$ cat src/rtl/video_timing_gen.sv
// Raster timing generator: counts pixel-clock rising edges (sampled on inputclock)
// into h/v positions and emits registered sync, data-enable, coordinates and strobes.
module video_timing_gen #(
  parameter int H_ACTIVE  = 640,
  parameter int H_FP      = 16,
  parameter int H_SYNC    = 96,
  parameter int H_BP      = 48,
  parameter int V_ACTIVE  = 480,
  parameter int V_FP      = 10,
  parameter int V_SYNC    = 2,
  parameter int V_BP      = 33,
  parameter bit HSYNC_POL = 1'b0,
  parameter bit VSYNC_POL = 1'b0,
  parameter int CNT_W     = 12,
  parameter int FRM_W     = 16
) (
  input  logic             inputclock,
  input  logic             clock_reset_n,
  input  logic             pixel_clock_in,
  input  logic             enable,
  output logic             hsync,
  output logic             vsync,
  output logic             de,
  output logic [CNT_W-1:0] x,
  output logic [CNT_W-1:0] y,
  output logic             line_start,
  output logic             frame_start,
  output logic [FRM_W-1:0] frame_cnt
);

  localparam int H_TOTAL = H_ACTIVE + H_FP + H_SYNC + H_BP;
  localparam int V_TOTAL = V_ACTIVE + V_FP + V_SYNC + V_BP;

  localparam logic [CNT_W-1:0] H_LAST = CNT_W'(H_TOTAL - 1);
  localparam logic [CNT_W-1:0] V_LAST = CNT_W'(V_TOTAL - 1);
  localparam logic [CNT_W-1:0] H_ACT  = CNT_W'(H_ACTIVE);
  localparam logic [CNT_W-1:0] V_ACT  = CNT_W'(V_ACTIVE);
  localparam logic [CNT_W-1:0] HS_LO  = CNT_W'(H_ACTIVE + H_FP);
  localparam logic [CNT_W-1:0] HS_HI  = CNT_W'(H_ACTIVE + H_FP + H_SYNC);
  localparam logic [CNT_W-1:0] VS_LO  = CNT_W'(V_ACTIVE + V_FP);
  localparam logic [CNT_W-1:0] VS_HI  = CNT_W'(V_ACTIVE + V_FP + V_SYNC);

  typedef enum logic {IDLE, RUN} state_t;

  state_t           state_q, state_d;
  logic             pix_q;
  logic [CNT_W-1:0] h_q, h_d, v_q, v_d;
  logic [CNT_W-1:0] h_nxt, v_nxt;
  logic [FRM_W-1:0] fc_q, fc_d;
  logic             de_q, de_d, hs_q, hs_d, vs_q, vs_d;
  logic             ls_q, ls_d, fs_q, fs_d;
  logic             tick, wrap, upd;

  function automatic logic in_range(input logic [CNT_W-1:0] c,
                                    input logic [CNT_W-1:0] lo,
                                    input logic [CNT_W-1:0] hi);
    return (c >= lo) && (c < hi);
  endfunction

  // pix_q resets high so a level already high at reset release is not an edge
  assign tick = pixel_clock_in & ~pix_q;
  assign wrap = (h_q == H_LAST) && (v_q == V_LAST);

  always_comb begin
    state_d = state_q;
    h_d     = h_q;
    v_d     = v_q;
    fc_d    = fc_q;
    de_d    = de_q;
    hs_d    = hs_q;
    vs_d    = vs_q;
    ls_d    = 1'b0;
    fs_d    = 1'b0;
    upd     = 1'b0;
    h_nxt   = (h_q == H_LAST) ? '0 : h_q + CNT_W'(1);
    if (h_q != H_LAST) v_nxt = v_q;
    else               v_nxt = (v_q == V_LAST) ? '0 : v_q + CNT_W'(1);

    case (state_q)
      IDLE: begin
        if (tick && enable) begin
          state_d = RUN;
          h_d     = '0;
          v_d     = '0;
          fs_d    = 1'b1;
          ls_d    = 1'b1;
          fc_d    = fc_q + FRM_W'(1);
          upd     = 1'b1;
        end
      end
      RUN: begin
        if (tick) begin
          if (wrap && !enable) begin
            // frame_cnt keeps counting started frames across idle periods
            state_d = IDLE;
            h_d     = '0;
            v_d     = '0;
            de_d    = 1'b0;
            hs_d    = ~HSYNC_POL;
            vs_d    = ~VSYNC_POL;
          end else begin
            h_d  = h_nxt;
            v_d  = v_nxt;
            ls_d = (h_nxt == '0);
            upd  = 1'b1;
            if (wrap) begin
              fs_d = 1'b1;
              fc_d = fc_q + FRM_W'(1);
            end
          end
        end
      end
      default: state_d = IDLE;
    endcase

    if (upd) begin
      de_d = (h_d < H_ACT) && (v_d < V_ACT);
      hs_d = in_range(h_d, HS_LO, HS_HI) ? HSYNC_POL : ~HSYNC_POL;
      vs_d = in_range(v_d, VS_LO, VS_HI) ? VSYNC_POL : ~VSYNC_POL;
    end
  end

  always_ff @(posedge inputclock or negedge clock_reset_n) begin
    if (!clock_reset_n) begin
      state_q <= IDLE;
      pix_q   <= 1'b1;
      h_q     <= '0;
      v_q     <= '0;
      fc_q    <= '0;
      de_q    <= 1'b0;
      hs_q    <= ~HSYNC_POL;
      vs_q    <= ~VSYNC_POL;
      ls_q    <= 1'b0;
      fs_q    <= 1'b0;
    end else begin
      state_q <= state_d;
      pix_q   <= pixel_clock_in;
      h_q     <= h_d;
      v_q     <= v_d;
      fc_q    <= fc_d;
      de_q    <= de_d;
      hs_q    <= hs_d;
      vs_q    <= vs_d;
      ls_q    <= ls_d;
      fs_q    <= fs_d;
    end
  end

  assign hsync       = hs_q;
  assign vsync       = vs_q;
  assign de          = de_q;
  assign x           = h_q;
  assign y           = v_q;
  assign line_start  = ls_q;
  assign frame_start = fs_q;
  assign frame_cnt   = fc_q;

endmodule
$ cat config.mk
export PLATFORM = sky130hd
export DESIGN_NAME = video_timing_gen
export DESIGN_NICKNAME = d
export VERILOG_FILES = /design/src/rtl/video_timing_gen.sv
export SDC_FILE = /design/constraint.sdc
export NUM_CORES = 1
export LEC_CHECK = 0
export CORE_MARGIN = 2
export CORE_UTILIZATION = 50
export DETAILED_ROUTE_END_ITERATION = 6
export HOLD_SLACK_MARGIN = 0.03
export PLACE_DENSITY = 0.77
export SLEW_MARGIN = 10
export SYNTH_ARGS = -nofsm -noshare
export SYNTH_HDL_FRONTEND = slang
export SYNTH_SLANG_ARGS = --single-unit
$ cat constraint.sdc
create_clock -name inputclock -period 3.2 [get_ports inputclock]
set_input_delay 0.96 -clock inputclock [delete_from_list [all_inputs] [get_ports inputclock]]
set_output_delay 0.96 -clock inputclock [all_outputs]
set_load 0.1 [all_outputs]
==> impl_metrics.csv, run 1 <==
group,metric,value,unit
status,status,"completed",
synthesis,ys_ff_latch,47,
power_and_ir_drop,p_int,0.000947,W
power_and_ir_drop,p_per_area,439,nW/um2
floorplanning,dieHeight,77.1,um
detailed_routing,drtIter0Drc,165,
synthesis,synthTopCellsByArea,"dfrtp_1 41%, nand2_1 4.5%, xor2_1 3.9%",
worst_setup_path,path_delay_family,"simple AND/OR/NAND/NOR gates",
worst_hold_path,holdCritPathClass,"flop to flop",
worst_setup_path,critical_path.slowest_cell,"or3_4",
clocking,cts_made_buffers,5,
clocking,cts_max_path_buffers,2,
place,dp_cells,401,
final_layout,final_cells,409,
global_routing,antenna_found_initial,0,
global_routing,grt_overflow,0,
clocking,post_cts_resized,0,
synthesis,synth_fp_nets,292,
worst_setup_path,arrival,3150,ps
final_layout,drive_gt1_share,23.3,%
clocking,h-tree-depth,2,
worst_setup_path,crit_fanout,8,
floorplanning,rows,26,
power_and_ir_drop,ir_drop,0.242,mV
worst_setup_path,max_stage_delay,530,ps
floorplanning,pin_count,49,
clocking,clk_root_buffer_cell,"clkbuf_8",
detailed_routing,wirelength,6510,um
sta,tightest_slew,640,ps
worst_setup_path,worst-setup-path-type,"flop to flop",
sta,setup_viol,0,
power_and_ir_drop,p_leak,1.49,nW
synthesis,synthArstFlopShare,100,%
detailed_routing,num_vias,2456,
synthesis,netlist_top_cells_count,"44 x dfrtp_1, 32 x nand2_1, 21 x nor2_1",
synthesis,synth_edf_count,0,
sta,finalClockSkew,6.57,ps
place,place_congestion,0.915,
synthesis,syn-instance-count,284,
floorplanning,die-area,5940,um2
worst_setup_path,endpoint_kind,"flop",
clocking,cts.clk_slew.worst_paths,90,ps
synthesis,synthDominantCellAreaShare,41.2,%
floorplanning,dieWidth,77.1,um
clocking,clock_latency,310,ps
power_and_ir_drop,switchingPower,0.000491,W
detailed_routing,routed_via_density,6.00,
power_and_ir_drop,switching_share,34.1,%
sta,slew_headroom,57.0,%
synthesis,yosysWarnings,0,
sta,holdWs,476,ps
sta,fmax,0.345,GHz
sta,slew_viol_final,0,
sta,fin_crit,2900,ps
synthesis,synthFlopType,"dfrtp_1",
power_and_ir_drop,power_frac_comb,21.9,%
global_routing,grt_max_degree,48,
clocking,holdBufCountCts,0,
floorplanning,initial_core_util,52.0,%
global_routing,grt_pass1_vias,2187,
worst_setup_path,crit_required,3440,ps
detailed_routing,antenna_left,0,
final_layout,fin_nets,346,
detailed_routing,wl_per_cell,15.9,um
worst_setup_path,path_cells,"ha_1, nand4_1, or3_4, o21ai_2, o21bai_1, a211oi_2, nor2b_1, a32o_1",
clocking,post_cts_buffers,0,
global_routing,grt_use_total,22.4,%
detailed_routing,firstDrtPassIters,4,
worst_setup_path,crit_path_start_kind,"flop",
worst_hold_path,hold_start,"frame_cnt[15]$_DFFE_PN0P_",
final_layout,fin_util,63.8,%
power_and_ir_drop,pwr-share-seq,45.8,%
worst_setup_path,path_buf_inv,0,
sta,period_share,90.7,%
clocking,clock-sinks,47,
flow_run,drv_cap,0,
synthesis,syn_area,2670,um2
sta,final.setup.tns,0,ps
place,hpwlAfterDp,4590,um
synthesis,ys_types,59,
detailed_routing,drc,0,
synthesis,yosysTopAreaCell,"dfrtp_1",
power_and_ir_drop,clockPowerShare,32.3,%
synthesis,yosysMostFrequentCell,"dfrtp_1",
floorplanning,core,5140,um2
final_layout,antenna_cells,0,
worst_setup_path,startpoint,"x[0]$_DFF_PN0_",
worst_setup_path,reg2reg_from,"x[0]$_DFF_PN0_",
global_routing,grt_pass1_wl,10800,um
sta,grt_setup_unrepaired,"no",
synthesis,ys_seq_area_share,44.2,%
sta,hold_violations,0,
final_layout,area_growth,22.8,%
synthesis,synth_area_per_cell,9.41,um2
clocking,cts_tree,"yes",
place,io_buffers,48,
kinds of logic (layout without fill, tap and decap cells):
family          Yosys count  count (layout)  share of synthesized area, %
compound gates           65              65                          16.5
mux                       2               2                         0.796
fa+ha+maj                 4               4                          1.87
simple gates            126             126                          26.9
buf+inv                  19              74                          2.81
flops                    47              47                          44.2
xor+xnor                 21              21                          6.89
power groups by stage:
stage / Clock (W) / Combinational, W / Sequential [W]
6_report: 0.000464 / 0.000315 / 0.000659
5_1_grt: 0.000500 / 0.000334 / 0.000666
4_1_cts: 0.000476 / 0.000317 / 0.000659
3_5_place_dp: 0 / 0.000316 / 0.000671
3_3_place_gp: 0 / 0.000312 / 0.000668
2_1_floorplan: 0 / 0.0000751 / 0.000823
area by class of cell:
class / instances / area, um2
multi-input combinational: 218 / 1420
sequential: 47 / 1180
clock inverter: 2 / 38.8
clock buffer: 6 / 82.6
timing repair buffer: 56 / 435
fill: 440 / 1860
tap: 70 / 87.6
inverter: 10 / 37.5
cell usage in the layout, fill, tap and decap left out, types with 2 or more instances in the layout:
cell type	n
buf_4	52
dfrtp_1	42
nand2_1	32
nor2_1	21
nand3_1	14
o21ai_0	13
xor2_1	12
inv_1	10
nand4_1	10
o21ai_1	9
a21oi_1	9
xnor2_1	9
a31oi_1	8
and3_1	6
and2_1	6
nor3_1	6
clkbuf_8	6
or3_1	4
o31ai_1	4
ha_1	4
nor2b_1	3
or4_1	3
a22o_1	3
a32o_1	3
dfstp_2	3
or3_4	2
nor4b_1	2
o21ai_2	2
nand3b_1	2
nor4_1	2
clkdlybuf4s50_1	2
dfrtp_2	2
metal layers:
metal	track usage, %	wire (um)
met2	35.4	3150
met5	0	0
met3	4.82	457
met4	6.96	78
met1	31.1	2820
state kept, by name (all words and copies together) (netlist names):
| register | count |
|---|---|
| de | 1 |
| x | 12 |
| pix_q | 1 |
| y | 12 |
| frame_cnt | 16 |
| frame_start | 1 |
| line_start | 1 |
| state_q | 1 |
| vsync | 1 |
| hsync | 1 |
stage by stage:
stage	area [um2]	power [W]	setup slack [ps]
2_1_floorplan	2670	0.000898	159
3_3_place_gp	3160	0.000981	164
3_5_place_dp	3160	0.000987	115
4_1_cts	3280	0.00145	305
5_1_grt	3280	0.00150	120
6_report	3280	0.00144	298
final timing paths:
kind	end	slack, ps	cells past startpoint
setup reg to reg	de$_DFFE_PN0P_	300	8
hold / removal	frame_cnt[15]$_DFFE_PN0P_	480	1
setup / recovery	de$_DFFE_PN0P_	300	8
min in group asynchronous	x[4]$_DFF_PN0_	740	2
hold reg to reg	frame_cnt[15]$_DFFE_PN0P_	480	1
max in group asynchronous	x[1]$_DFF_PN0_	2050	2
Note: power is estimated with default switching activity, not from simulation.
==> run 2: changes to the inputs <==
--- a/config.mk
+++ b/config.mk
@@ -10,6 +10,7 @@
 export DETAILED_ROUTE_END_ITERATION = 6
 export HOLD_SLACK_MARGIN = 0.03
 export PLACE_DENSITY = 0.77
+export REMOVE_ABC_BUFFERS = 1
 export SLEW_MARGIN = 10
 export SYNTH_ARGS = -nofsm -noshare
 export SYNTH_HDL_FRONTEND = slang
==> impl_metrics.csv, run 2 (synthesized netlist as in run 1, its figures left out) <==
group,metric,value,unit
floorplanning,die-area,5940,um2
worst_setup_path,arrival,3030,ps
clocking,h-tree-depth,2,
final_layout,drive_gt1_share,23.6,%
power_and_ir_drop,clockPowerShare,31.3,%
detailed_routing,num_vias,2353,
clocking,cts_max_path_buffers,2,
sta,final.setup.tns,0,ps
clocking,cts.clk_slew.worst_paths,90,ps
worst_hold_path,holdCritPathClass,"flop to flop",
detailed_routing,wl_per_cell,15.8,um
worst_hold_path,whs_path_depth,1,
clocking,post_cts_buffers,0,
detailed_routing,drc,0,
power_and_ir_drop,switching_share,34.7,%
status,status,"completed",
final_layout,layout_commonest_cell,"buf_4",
sta,hold_violations,0,
floorplanning,dieHeight,77.1,um
floorplanning,core,5140,um2
global_routing,grt_overflow,0,
sta,setup_viol,0,
place,place_area,3170,um2
clocking,clk_root_buffer_cell,"clkbuf_8",
final_layout,final_cell_mix,"57 x buf_4, 44 x dfrtp_1, 32 x nand2_1",
flow_run,drv_cap,0,
final_layout,area_growth,23.0,%
sta,grt_setup_unrepaired,"no",
worst_setup_path,endpoint_kind,"flop",
clocking,cts_made_buffers,5,
power_and_ir_drop,p_int,0.000920,W
power_and_ir_drop,ir_drop,0.412,mV
global_routing,grt_pass1_vias,2298,
floorplanning,dieWidth,77.1,um
floorplanning,rows,26,
worst_setup_path,r2r_cells,9,
power_and_ir_drop,switchingPower,0.000490,W
place,hpwlAfterDp,4790,um
power_and_ir_drop,p_leak,1.50,nW
place,place_congestion,0.930,
sta,period_share,88.7,%
worst_setup_path,crit_required,3390,ps
sta,slew_viol_final,0,
detailed_routing,routed_via_density,5.70,
global_routing,grt_max_degree,33,
final_layout,fin_nets,350,
final_layout,fin_area,3290,um2
sta,slew_headroom,57.4,%
global_routing,antenna_found_initial,0,
place,pre_cts_ws,82.1,ps
worst_setup_path,crit_fanout,8,
clocking,clock_latency,310,ps
final_layout,fillCellCount,445,
sta,fmax,0.352,GHz
worst_setup_path,crit_path_start_kind,"primary input",
final_layout,antenna_cells,0,
place,io_buffers,48,
sta,fin_crit,2840,ps
clocking,cts_tree,"yes",
global_routing,grt_pass1_wl,11100,um
floorplanning,initial_core_util,52.0,%
global_routing,grt_use_total,23.5,%
sta,tightest_slew,634,ps
final_layout,fin_util,63.9,%
detailed_routing,wirelength,6530,um
sta,worst_slack,361,ps
floorplanning,pin_count,49,
clocking,holdBufCountCts,0,
sta,finalClockSkew,12.8,ps
power_and_ir_drop,pwr-share-seq,46.4,%
final_layout,largest_reg_flops,16,
power_and_ir_drop,power_frac_comb,22.3,%
place,dp_cells,405,
clocking,post_cts_resized,0,
final_layout,final_cells,413,
detailed_routing,firstDrtPassIters,4,
worst_setup_path,worst-setup-path-type,"primary input to flop",
detailed_routing,drtIter0Drc,167,
detailed_routing,antenna_left,0,
clocking,clock-sinks,47,
power_and_ir_drop,p_per_area,429,nW/um2
run 2: path summary, 6_finish.rpt:
kind	start	to	slack (ps)
setup reg to reg	x[0]$_DFF_PN0_	de$_DFFE_PN0P_	430
hold reg to reg	frame_cnt[15]$_DFFE_PN0P_	frame_cnt[15]$_DFFE_PN0P_	480
min in group asynchronous	clock_reset_n	x[5]$_DFF_PN0_	550
max in group asynchronous	clock_reset_n	vsync$_DFFE_PN1P_	1870
setup / recovery	pixel_clock_in	de$_DFFE_PN0P_	360
hold / removal	frame_cnt[15]$_DFFE_PN0P_	frame_cnt[15]$_DFFE_PN0P_	480
run 2: stage by stage:
step | power (W) | hold slack [ps]
2_1_floorplan | 0.000891 | 580
3_3_place_gp | 0.000979 | 463
3_5_place_dp | 0.000981 | 463
4_1_cts | 0.00143 | 479
5_1_grt | 0.00147 | 494
6_report | 0.00141 | 478
run 2: cell type report:
class,instances,area (um2),share of cell area (%)
clock buffers,5,68.8,2.09
clock inverters,3,43.8,1.33
inverters,10,37.5,1.14
multi-input cells,218,1420,43.1
flip-flops and latches,47,1180,35.9
well taps,70,87.6,2.66
repair buffers,60,453,13.8
run 2: per-layer routing:
layer,track usage [%],up-vias,share of wire [%]
met3,4.47,10,5.8
met5,0,-,0
met1,32.3,1119,46
li1,-,1153,-
met2,36.5,71,46
met4,9.46,0,1.9
run 2: worst max-delay path: stages:
cell and delay, ps:
clkdlybuf4s50_1 540, and3b_1 370, o21ai_2 200, or3_1 390, o21ai_1 120, nand4_1 190, a32o_1 270
run 2: power groups by stage:
stage	Combinational [W]	Sequential [W]	Clock [W]
after floorplan	0.0000645	0.000826	0
after global placement	0.000314	0.000665	0
after detailed placement	0.000315	0.000665	0
after CTS	0.000316	0.000654	0.000458
after global routing	0.000335	0.000660	0.000475
final	0.000315	0.000654	0.000442
==> run 3: changes to the inputs <==
--- a/config.mk
+++ b/config.mk
@@ -10,6 +10,7 @@
 export DETAILED_ROUTE_END_ITERATION = 6
 export HOLD_SLACK_MARGIN = 0.03
 export PLACE_DENSITY = 0.77
+export RECOVER_POWER = 25
 export REMOVE_ABC_BUFFERS = 1
 export SLEW_MARGIN = 10
 export SYNTH_ARGS = -nofsm -noshare
==> impl_metrics.csv, run 3 (synthesized netlist as in run 1, its figures left out) <==
group,metric,value,unit
sta,finalClockSkew,12.2,ps
detailed_routing,drc,0,
clocking,post_cts_resized,0,
place,dp_cells,405,
worst_setup_path,path_buf_inv,1,
power_and_ir_drop,p_total,0.00141,W
power_and_ir_drop,p_leak,1.50,nW
worst_setup_path,r2r-end,"de$_DFFE_PN0P_",
worst_setup_path,worst-setup-path-type,"primary input to flop",
worst_setup_path,crit_required,3390,ps
clocking,cts_max_path_buffers,2,
worst_setup_path,startpoint,"pixel_clock_in",
sta,hold_violations,0,
clocking,clock-sinks,47,
sta,period_share,91.1,%
worst_setup_path,r2r_setup_slack,440,ps
worst_setup_path,cp-endpoint,"de$_DFFE_PN0P_",
global_routing,antenna_found_initial,0,
final_layout,fin_nets,350,
detailed_routing,num_vias,2378,
global_routing,grt_max_degree,33,
worst_setup_path,reg2reg_from,"x[0]$_DFF_PN0_",
final_layout,antenna_cells,0,
clocking,cts_made_buffers,5,
flow_run,drv_cap,0,
place,io_buffers,48,
global_routing,grt_pass1_vias,2298,
place,pre_cts_ws,82.1,ps
worst_setup_path,path_cells,"dlygate4sd3_1, and3b_1, o21ai_2, or3_1, o21ai_1, nand4_1, a32o_1",
final_layout,area_growth,22.9,%
clocking,post_cts_buffers,0,
detailed_routing,drtIter0Drc,167,
final_layout,largest_reg_flops,16,
power_and_ir_drop,p_per_area,430,nW/um2
worst_hold_path,holdCritPathClass,"flop to flop",
floorplanning,die-area,5940,um2
sta,fmax,0.343,GHz
final_layout,final_cell_mix,"56 x buf_4, 44 x dfrtp_1, 32 x nand2_1",
floorplanning,initial_core_util,52.0,%
sta,final.setup.tns,0,ps
detailed_routing,wirelength,6600,um
sta,worst_slack,285,ps
final_layout,layout_commonest_cell,"buf_4",
clocking,cts_tree,"yes",
worst_setup_path,arrival,3110,ps
global_routing,grt_pass1_wl,11100,um
floorplanning,pin_count,49,
sta,fin_crit,2920,ps
detailed_routing,antenna_left,0,
clocking,clk_root_buffer_cell,"clkbuf_8",
worst_setup_path,endpoint_kind,"flop",
clocking,holdBufCountCts,0,
clocking,h-tree-depth,2,
floorplanning,core,5140,um2
power_and_ir_drop,ir_drop,0.413,mV
sta,slew_viol_final,0,
sta,tightest_slew,889,ps
place,hpwlAfterDp,4790,um
detailed_routing,wl_per_cell,16.0,um
place,place_congestion,0.930,
worst_setup_path,crit_path_start_kind,"primary input",
status,status,"completed",
clocking,cts.clk_slew.worst_paths,90,ps
sta,grt_setup_unrepaired,"no",
sta,slew_headroom,40.7,%
worst_setup_path,crit_cells,7,
worst_setup_path,max_stage_delay,610,ps
worst_setup_path,critical_path.slowest_cell,"dlygate4sd3_1",
sta,setup_viol,0,
worst_setup_path,r2r_cells,9,
clocking,clock_latency,310,ps
worst_setup_path,crit_fanout,8,
floorplanning,rows,26,
detailed_routing,firstDrtPassIters,4,
detailed_routing,routed_via_density,5.76,
global_routing,grt_use_total,23.5,%
worst_setup_path,path_delay_family,"simple AND/OR/NAND/NOR gates",
final_layout,final_cells,413,
final_layout,drive_gt1_share,23.3,%
floorplanning,dieWidth,77.1,um
floorplanning,dieHeight,77.1,um
sta,holdWs,477,ps
global_routing,grt_overflow,0,
==> run 3: cell types whose count changed in the layout (fill, tap and decap cells not counted) <==
| cell | change |
|---|---|
| buf_2 | -1 |
| buf_4 | -1 |
| clkbuf_1 | +1 |
| clkbuf_2 | +1 |
| clkdlybuf4s50_1 | -1 |
| dlygate4sd3_1 | +1 |
==> run 3: report_power, final <==
part	switching, W	internal [W]	leakage [nW]
combinational	0.000244	0.0000696	0.824
clock	0.000210	0.000233	0.0581
sequential	0.0000368	0.000617	0.617
==> run 3: how the worst min path moves through the flow <==
stage                               from  depth (start not counted)                        end  slack [ps]
2_1_floorplan          state_q$_DFF_PN0_                          1             y[0]$_DFF_PN0_         580
3_3_place_gp   frame_cnt[15]$_DFFE_PN0P_                          1  frame_cnt[15]$_DFFE_PN0P_         460
3_5_place_dp   frame_cnt[15]$_DFFE_PN0P_                          1  frame_cnt[15]$_DFFE_PN0P_         460
4_1_cts        frame_cnt[15]$_DFFE_PN0P_                          1  frame_cnt[15]$_DFFE_PN0P_         480
5_1_grt        frame_cnt[15]$_DFFE_PN0P_                          1  frame_cnt[15]$_DFFE_PN0P_         490
6_report       frame_cnt[15]$_DFFE_PN0P_                          1  frame_cnt[15]$_DFFE_PN0P_         480
==> run 3: area by class of cell <==
type / instances / area [um2]
fillers: 444 / 1860
multi-input cells: 218 / 1420
flip-flops and latches: 47 / 1180
repair buffers: 60 / 449
well taps: 70 / 87.6
clock buffers: 5 / 68.8
clock inverters: 3 / 43.8
inverters: 10 / 37.5
==> run 3: routing by layer <==
| layer | global-route usage, % | up-vias | part of all wire, % |
|---|---|---|---|
| met5 | 0 | - | 0 |
| met4 | 9.46 | 0 | 1.6 |
| met3 | 4.47 | 10 | 6.4 |
| met2 | 36.5 | 73 | 47 |
| met1 | 32.3 | 1142 | 45 |
| li1 | - | 1153 | - |
==> run 3: stage by stage <==
stage / utilization [%] / cell area, um2
2_1_floorplan: - / 2630
3_5_place_dp: 61.8 / 3170
3_3_place_gp: 61.8 / 3170
4_1_cts: 63.9 / 3290
5_1_grt: 63.9 / 3280
6_report: 63.9 / 3280
==> run 3: worst register-to-register path: cells and delay by family, from the launching register on <==
family / cells / cell delay (ps)
AND/OR/NAND/NOR: 3 / 690
adder cells (fa/ha/maj): 1 / 310
buffers and inverters: 1 / 200
AO/OA/AOI/OAI: 4 / 1030
flip-flops: 1 / 470
